[src/rtl/cpu_pkg.sv]
// Shared CPU definitions: datapath width, default reset PC and fetch FSM states.
package cpu_pkg;

  localparam int XLEN = 16;
  localparam logic [XLEN-1:0] RESET_PC_DEFAULT = 16'h0000;

  // Fetch front-end state: RUN fetches normally, HALT is frozen until reset.
  typedef enum logic {
    RUN  = 1'b0,
    HALT = 1'b1
  } fetch_state_t;

endpackage

[src/rtl/pf_fifo.sv]
// Generic synchronous FIFO with synchronous clear; head word is always visible.
module pf_fifo #(
  parameter int WIDTH = 16,
  parameter int DEPTH = 4
) (
  input  logic                       clk,
  input  logic                       rst,
  input  logic                       clear,
  input  logic                       push,
  input  logic [WIDTH-1:0]           push_data,
  input  logic                       pop,
  output logic [WIDTH-1:0]           head,
  output logic [$clog2(DEPTH):0]     count,
  output logic                       full,
  output logic                       empty
);

  localparam int AW = $clog2(DEPTH);
  localparam int CW = AW + 1;
  localparam logic [CW-1:0] DEPTH_C = CW'(DEPTH);

  logic [WIDTH-1:0] mem [DEPTH];
  logic [AW-1:0]    wr_ptr;
  logic [AW-1:0]    rd_ptr;
  logic             do_push;
  logic             do_pop;

  assign empty   = (count == '0);
  assign full    = (count == DEPTH_C);
  assign do_pop  = pop & !empty;
  assign do_push = push & (!full | do_pop);
  assign head    = mem[rd_ptr];

  // Storage and pointers; pointers wrap naturally because DEPTH is a power of two.
  always_ff @(posedge clk or posedge rst) begin
    if (rst) begin
      wr_ptr <= '0;
      rd_ptr <= '0;
      count  <= '0;
      for (int i = 0; i < DEPTH; i++) mem[i] <= '0;
    end else if (clear) begin
      wr_ptr <= '0;
      rd_ptr <= '0;
      count  <= '0;
    end else begin
      if (do_push) begin
        mem[wr_ptr] <= push_data;
        wr_ptr      <= wr_ptr + 1'b1;
      end
      if (do_pop) rd_ptr <= rd_ptr + 1'b1;
      count <= count + CW'(do_push) - CW'(do_pop);
    end
  end

endmodule

[src/rtl/if_prefetch.sv]
// Instruction-fetch front end with a small prefetch queue, branch flush and halt.
//
// Handshake: a request transfers on any rising clk where imem_req_valid and
// imem_req_ready are both high; imem_req_valid/addr never depend on
// imem_req_ready. Responses are in order and carry no ready: each one pulses
// imem_rsp_valid for exactly one cycle and must be consumed. Toward IF/ID,
// the head instruction transfers when if_valid is high and stall_if is low.
module if_prefetch
  import cpu_pkg::*;
#(
  parameter int              DEPTH    = 4,
  parameter logic [XLEN-1:0] RESET_PC = RESET_PC_DEFAULT
) (
  input  logic            clk,
  input  logic            rst,
  output logic            imem_req_valid,
  output logic [XLEN-1:0] imem_req_addr,
  input  logic            imem_req_ready,
  input  logic            imem_rsp_valid,
  input  logic [XLEN-1:0] imem_rsp_data,
  input  logic            stall_if,
  input  logic            flush_if,
  input  logic [XLEN-1:0] redirect_pc,
  input  logic            halt,
  output logic            if_valid,
  output logic [XLEN-1:0] if_pc,
  output logic [XLEN-1:0] if_instr,
  output logic            halted
);

  localparam int CW = $clog2(DEPTH) + 1;
  localparam logic [CW:0] DEPTH_LIM = (CW+1)'(DEPTH);

  fetch_state_t      state;
  logic [XLEN-1:0]   fetch_pc;
  logic [CW-1:0]     discard;
  logic [CW-1:0]     outstanding;
  logic [CW-1:0]     q_count;
  logic              q_full, q_empty;
  logic              tag_full, tag_empty;
  logic [XLEN-1:0]   tag_head;
  logic [2*XLEN-1:0] q_head;
  logic [CW:0]       credit_used;
  logic              running, flush_eff, accept, rsp_ok, rsp_drop, q_push, q_pop;

  // The tag FIFO holds exactly one entry per accepted, unanswered request,
  // so its occupancy is the outstanding-request count.
  assign running     = (state == RUN);
  assign flush_eff   = running & flush_if;
  assign credit_used = {1'b0, q_count} + {1'b0, outstanding};

  assign imem_req_valid = !rst & running & !flush_if & !halt & !tag_full & !q_full
                          & (credit_used < DEPTH_LIM);
  assign imem_req_addr  = fetch_pc;
  assign accept         = imem_req_valid & imem_req_ready;

  // A response with nothing outstanding is a protocol violation and ignored.
  assign rsp_ok   = imem_rsp_valid & !tag_empty;
  assign rsp_drop = (discard != '0) | flush_eff;
  assign q_push   = rsp_ok & !rsp_drop;

  assign if_valid = running & !q_empty;
  assign q_pop    = if_valid & !stall_if & !flush_eff;
  assign if_pc    = q_head[2*XLEN-1:XLEN];
  assign if_instr = q_head[XLEN-1:0];

  // Fetch state machine: halt freezes fetch until reset, a same-cycle flush wins.
  always_ff @(posedge clk or posedge rst) begin
    if (rst) begin
      state  <= RUN;
      halted <= 1'b0;
    end else if (running && halt && !flush_if) begin
      state  <= HALT;
      halted <= 1'b1;
    end
  end

  // Fetch PC and the count of in-flight responses to throw away after a flush.
  always_ff @(posedge clk or posedge rst) begin
    if (rst) begin
      fetch_pc <= RESET_PC;
      discard  <= '0;
    end else if (flush_eff) begin
      fetch_pc <= redirect_pc;
      discard  <= outstanding - CW'(rsp_ok);
    end else begin
      if (accept) fetch_pc <= fetch_pc + 16'd1;
      if (rsp_ok && discard != '0) discard <= discard - 1'b1;
    end
  end

  pf_fifo #(.WIDTH(XLEN), .DEPTH(DEPTH)) u_tag_fifo (
    .clk       (clk),
    .rst       (rst),
    .clear     (1'b0),
    .push      (accept),
    .push_data (fetch_pc),
    .pop       (rsp_ok),
    .head      (tag_head),
    .count     (outstanding),
    .full      (tag_full),
    .empty     (tag_empty)
  );

  pf_fifo #(.WIDTH(2*XLEN), .DEPTH(DEPTH)) u_out_queue (
    .clk       (clk),
    .rst       (rst),
    .clear     (flush_eff),
    .push      (q_push),
    .push_data ({tag_head, imem_rsp_data}),
    .pop       (q_pop),
    .head      (q_head),
    .count     (q_count),
    .full      (q_full),
    .empty     (q_empty)
  );

endmodule

[config.mk]
export PLATFORM = sky130hd
export DESIGN_NAME = if_prefetch
export DESIGN_NICKNAME = d
export VERILOG_FILES = /design/src/rtl/cpu_pkg.sv /design/src/rtl/pf_fifo.sv /design/src/rtl/if_prefetch.sv
export SDC_FILE = /design/constraint.sdc
export NUM_CORES = 1
export LEC_CHECK = 0
export ABC_AREA = 0
export ABC_CLOCK_PERIOD_IN_PS = 4600
export CAP_MARGIN = 0
export CORE_ASPECT_RATIO = 0.5
export CORE_MARGIN = 3
export CORE_UTILIZATION = 30
export CTS_CLUSTER_DIAMETER = 100
export DETAILED_ROUTE_END_ITERATION = 10
export GPL_TIMING_DRIVEN = 0
export HOLD_SLACK_MARGIN = 0.1
export SYNTH_ARGS = -nofsm -noshare
export SYNTH_HDL_FRONTEND = slang
export SYNTH_HIERARCHICAL = 1
export SYNTH_SLANG_ARGS = --single-unit
[constraint.sdc]
create_clock -name clk -period 4.6 [get_ports clk]
set_input_delay 0.92 -clock clk [delete_from_list [all_inputs] [get_ports clk]]
set_output_delay 0.92 -clock clk [all_outputs]
set_load 0.01 [all_outputs]
==> impl_metrics.env <==
export IMPL_status="finished clean"
export IMPL_via_count=6286
export IMPL_clock_latency_ns=0.52
export IMPL_critPathCaptureType="primary output"
export IMPL_seq_area_frac_synth_pct=50.88
export IMPL_setup_viol=0
export IMPL_synthCells=717
export IMPL_switchingPower_mw=1.076
export IMPL_critical_path_class="in2out"
export IMPL_overflow=0
export IMPL_maxSlewViolCount=0
export IMPL_hp_class="reg2reg"
export IMPL_required_ns=3.68
export IMPL_cts_setup_buffers=0
export IMPL_die_h_microns=142.1
export IMPL_fill_cells=3373
export IMPL_num_rows=49
export IMPL_fmax_mhz=244.3
export IMPL_netlist_area_sq_um=11120
export IMPL_grt_pass1_wl_microns=40410
export IMPL_vias_per_cell=4.719
export IMPL_slew_headroom_pct=36.12
export IMPL_synth_compound_area_share_pct=1.531
export IMPL_p_comb_share_pct=7.9
export IMPL_avgSynthCellArea_sq_um=15.50
export IMPL_crit_start="rst"
export IMPL_worstHoldStart="u_out_queue/mem[58]"
export IMPL_io_pins=90
export IMPL_setup_ws_ns=0.5067
export IMPL_cp_max_fo=9
export IMPL_crit_arrival_ns=3.17
export IMPL_clockRootBuffer="clkbuf_16"
export IMPL_initial_core_util_pct=30.68
export IMPL_dieArea_sq_um=39540
export IMPL_max_clock_path_buffers=3
export IMPL_ys_types=49
export IMPL_hold_viol_final=0
export IMPL_crit_reg2reg_launch="u_tag_fifo/count[1]"
export IMPL_postLayoutCoreUtil_pct=37.14
export IMPL_synthToLayoutAreaGrowth_pct=21.07
export IMPL_p_int_mw=3.452
export IMPL_dp_cells=1292
export IMPL_cts_tree="done"
export IMPL_cts_resized=0
export IMPL_cp_slowest_cell="clkdlybuf4s50_1"
export IMPL_ir_drop_mv=0.2471
export IMPL_clk_pin_slew_ns=0.06
export IMPL_rsz0062_at_grt="false"
export IMPL_grt_usage_pct=12.79
export IMPL_synthAdderAreaFrac_pct=2.499
export IMPL_synth_edf_count=0
export IMPL_cp_slowest_stage_delay_ns=0.58
export IMPL_io_buffer_count=88
export IMPL_worst_pin_slew_ns=0.9494
export IMPL_drt_iter0_drc=262
export IMPL_wl_per_cell_microns=18.64
export IMPL_design_core_area_sq_um=36230
export IMPL_fp_dieW_microns=278.2
export IMPL_firstDrtPassIters=4
export IMPL_crit_chain="clkdlybuf4s50_1 > nor3_2 > nor2b_1 > clkbuf_1 > and2_1 > clkdlybuf4s50_1"
export IMPL_grt_max_degree=98
export IMPL_antenna_found_initial=0
export IMPL_htreeDepth=1
export IMPL_final_cells=1332
export IMPL_dp_hpwl_microns=17380
export IMPL_synth_xor_area_share_pct=1.576
export IMPL_routed_wl_microns=24830
export IMPL_p_sw_share_pct=23.75
export IMPL_yosysWarnings=6
export IMPL_async_reset_ff_share_pct=100.0
export IMPL_muxShareOfSynthArea_pct=33.71
export IMPL_crit_top_cell="clkdlybuf4s50_1"
export IMPL_ctsHoldBuffers=0
export IMPL_layout_common_cells="dfrtp_1, mux2_4, clkdlybuf4s50_1"
export IMPL_p_leak_nw=6.065
export IMPL_placed_area_sq_um=12640
export IMPL_final_nets=894
export IMPL_drcViolationCount=0
export IMPL_final_cell_area_sq_um=13460
export IMPL_period_needed_ns=4.093
export IMPL_drv_cap=0
export IMPL_synthSimpleGateAreaFrac_pct=6.540
export IMPL_total_power_mw=4.528
export IMPL_final_setup_skew_ns=0.02217
export IMPL_ys_flop_type="dfrtp_1"
export IMPL_final_common_cell="dfrtp_1"
export IMPL_post_route_period_util_pct=88.98
export IMPL_cts_buffers=24
export IMPL_drive_gt1_share_pct=38.56
export IMPL_pre_cts_ws_ns=0.1496
export IMPL_clkPwrFrac_pct=44.3
export IMPL_pwr_share_seq_pct=47.8
export IMPL_cts_sinks=226
export IMPL_p_per_area_nw_per_um2=336.4
export IMPL_ys_ff_latch=226
export IMPL_gp_congestion=0.7895
export IMPL_grt_pass1_vias=6978
export IMPL_whs_ns=0.4830
export IMPL_antennaDiodeCount=0
export IMPL_cp_start_kind="primary input"
export IMPL_synth_top_family_by_area="multiplexers"
export IMPL_tns_ns=0
export IMPL_antenna_left=0
[sequential cells by signal, indices dropped and copies added (netlist names), 3 cells and up]
signal,flops
u_out_queue/mem,128
u_tag_fifo/mem,64
discard,3
u_out_queue/count,3
imem_req_addr,16
u_tag_fifo/count,3
[metal layers]
layer  share of wire (%)  up-vias  GRT usage, %
li1                    -     2832             -
met2                  50       87         22.75
met5                   0        -             0
met3                 2.8       37         1.770
met4                 2.1        0         2.966
met1                  45     3330         16.71
[final timing paths]
check,slack [ns],end,depth (start not counted)
worst max-delay path,0.51,imem_req_valid,6
worst min-delay path,0.48,u_out_queue/mem[58],1
worst max register to register,1.09,u_tag_fifo/count[2],15
worst min register to register,0.48,u_out_queue/mem[58],1
max in group asynchronous,2.83,u_out_queue/mem[113],3
min in group asynchronous,0.95,u_out_queue/count[1],2
[area by class of cell]
| cell class | count | area [sq um] | area share [%] |
|---|---|---|---|
| Clock buffer | 31 | 656.9 | 4.881 |
| Multi-Input combinational cell | 428 | 5109 | 37.96 |
| Inverter | 23 | 93.84 | 0.6973 |
| Sequential cell | 226 | 5655 | 42.02 |
| Buffer | 42 | 272.8 | 2.027 |
| Tap cell | 484 | 605.6 | 4.500 |
| Clock inverter | 9 | 156.4 | 1.162 |
| Timing Repair Buffer | 89 | 908.4 | 6.750 |
[cell usage after synthesis (2+ instances only)]
cell type | count | area, sq um
a21oi_1 | 6 | 30.03
a311oi_1 | 2 | 17.52
a31o_2 | 2 | 17.52
and2_1 | 4 | 25.02
and3_1 | 8 | 50.05
and4_1 | 2 | 17.52
buf_1 | 3 | 11.26
buf_2 | 17 | 85.08
buf_6 | 12 | 135.1
clkbuf_1 | 9 | 33.78
dfrtp_1 | 226 | 5655
fa_1 | 2 | 40.04
ha_1 | 19 | 237.7
inv_1 | 22 | 82.58
mux2_1 | 2 | 22.52
mux2_2 | 73 | 822.0
mux2_4 | 120 | 1802
mux2i_1 | 2 | 20.02
mux4_2 | 48 | 1081
nand2_1 | 23 | 86.33
nand2b_1 | 2 | 12.51
nand3_1 | 4 | 20.02
nand4_1 | 8 | 50.05
nor2_1 | 19 | 71.32
nor2b_1 | 5 | 31.28
nor3_1 | 7 | 35.03
nor3_2 | 3 | 30.03
nor3b_1 | 2 | 15.01
nor4_2 | 5 | 62.56
nor4b_4 | 2 | 47.55
nor4bb_1 | 7 | 70.07
o21ai_0 | 4 | 20.02
o21ai_1 | 11 | 55.05
o31ai_1 | 2 | 15.01
or3_1 | 2 | 12.51
xnor2_1 | 9 | 78.83
xor2_1 | 11 | 96.34
[cell families after synthesis]
logic type                 count (synthesis)
muxes                                    245
DFF                                      226
and+or+nand+nor                          110
buffers and inverters                     65
AOI/OAI and AO/OA                         29
adders and majority gates                 21
xor gates and xnor gates                  20
other                                      1
[worst max-delay path: cells and delay by family]
kind / cells / cell delay [ns]
and+or+nand+nor: 3 / 0.80
buffers and inverters: 3 / 1.44
[power by group through the flow]
stage	registers [mW]	logic (mW)	clock network [mW]
2_1_floorplan	2.17	0.178	0
3_3_place_gp	2.19	0.356	0
3_5_place_dp	2.20	0.367	0
4_1_cts	2.16	0.368	2.06
5_1_grt	2.18	0.401	2.16
6_report	2.16	0.360	2.00
Note: power is estimated with default switching activity, not from simulation.
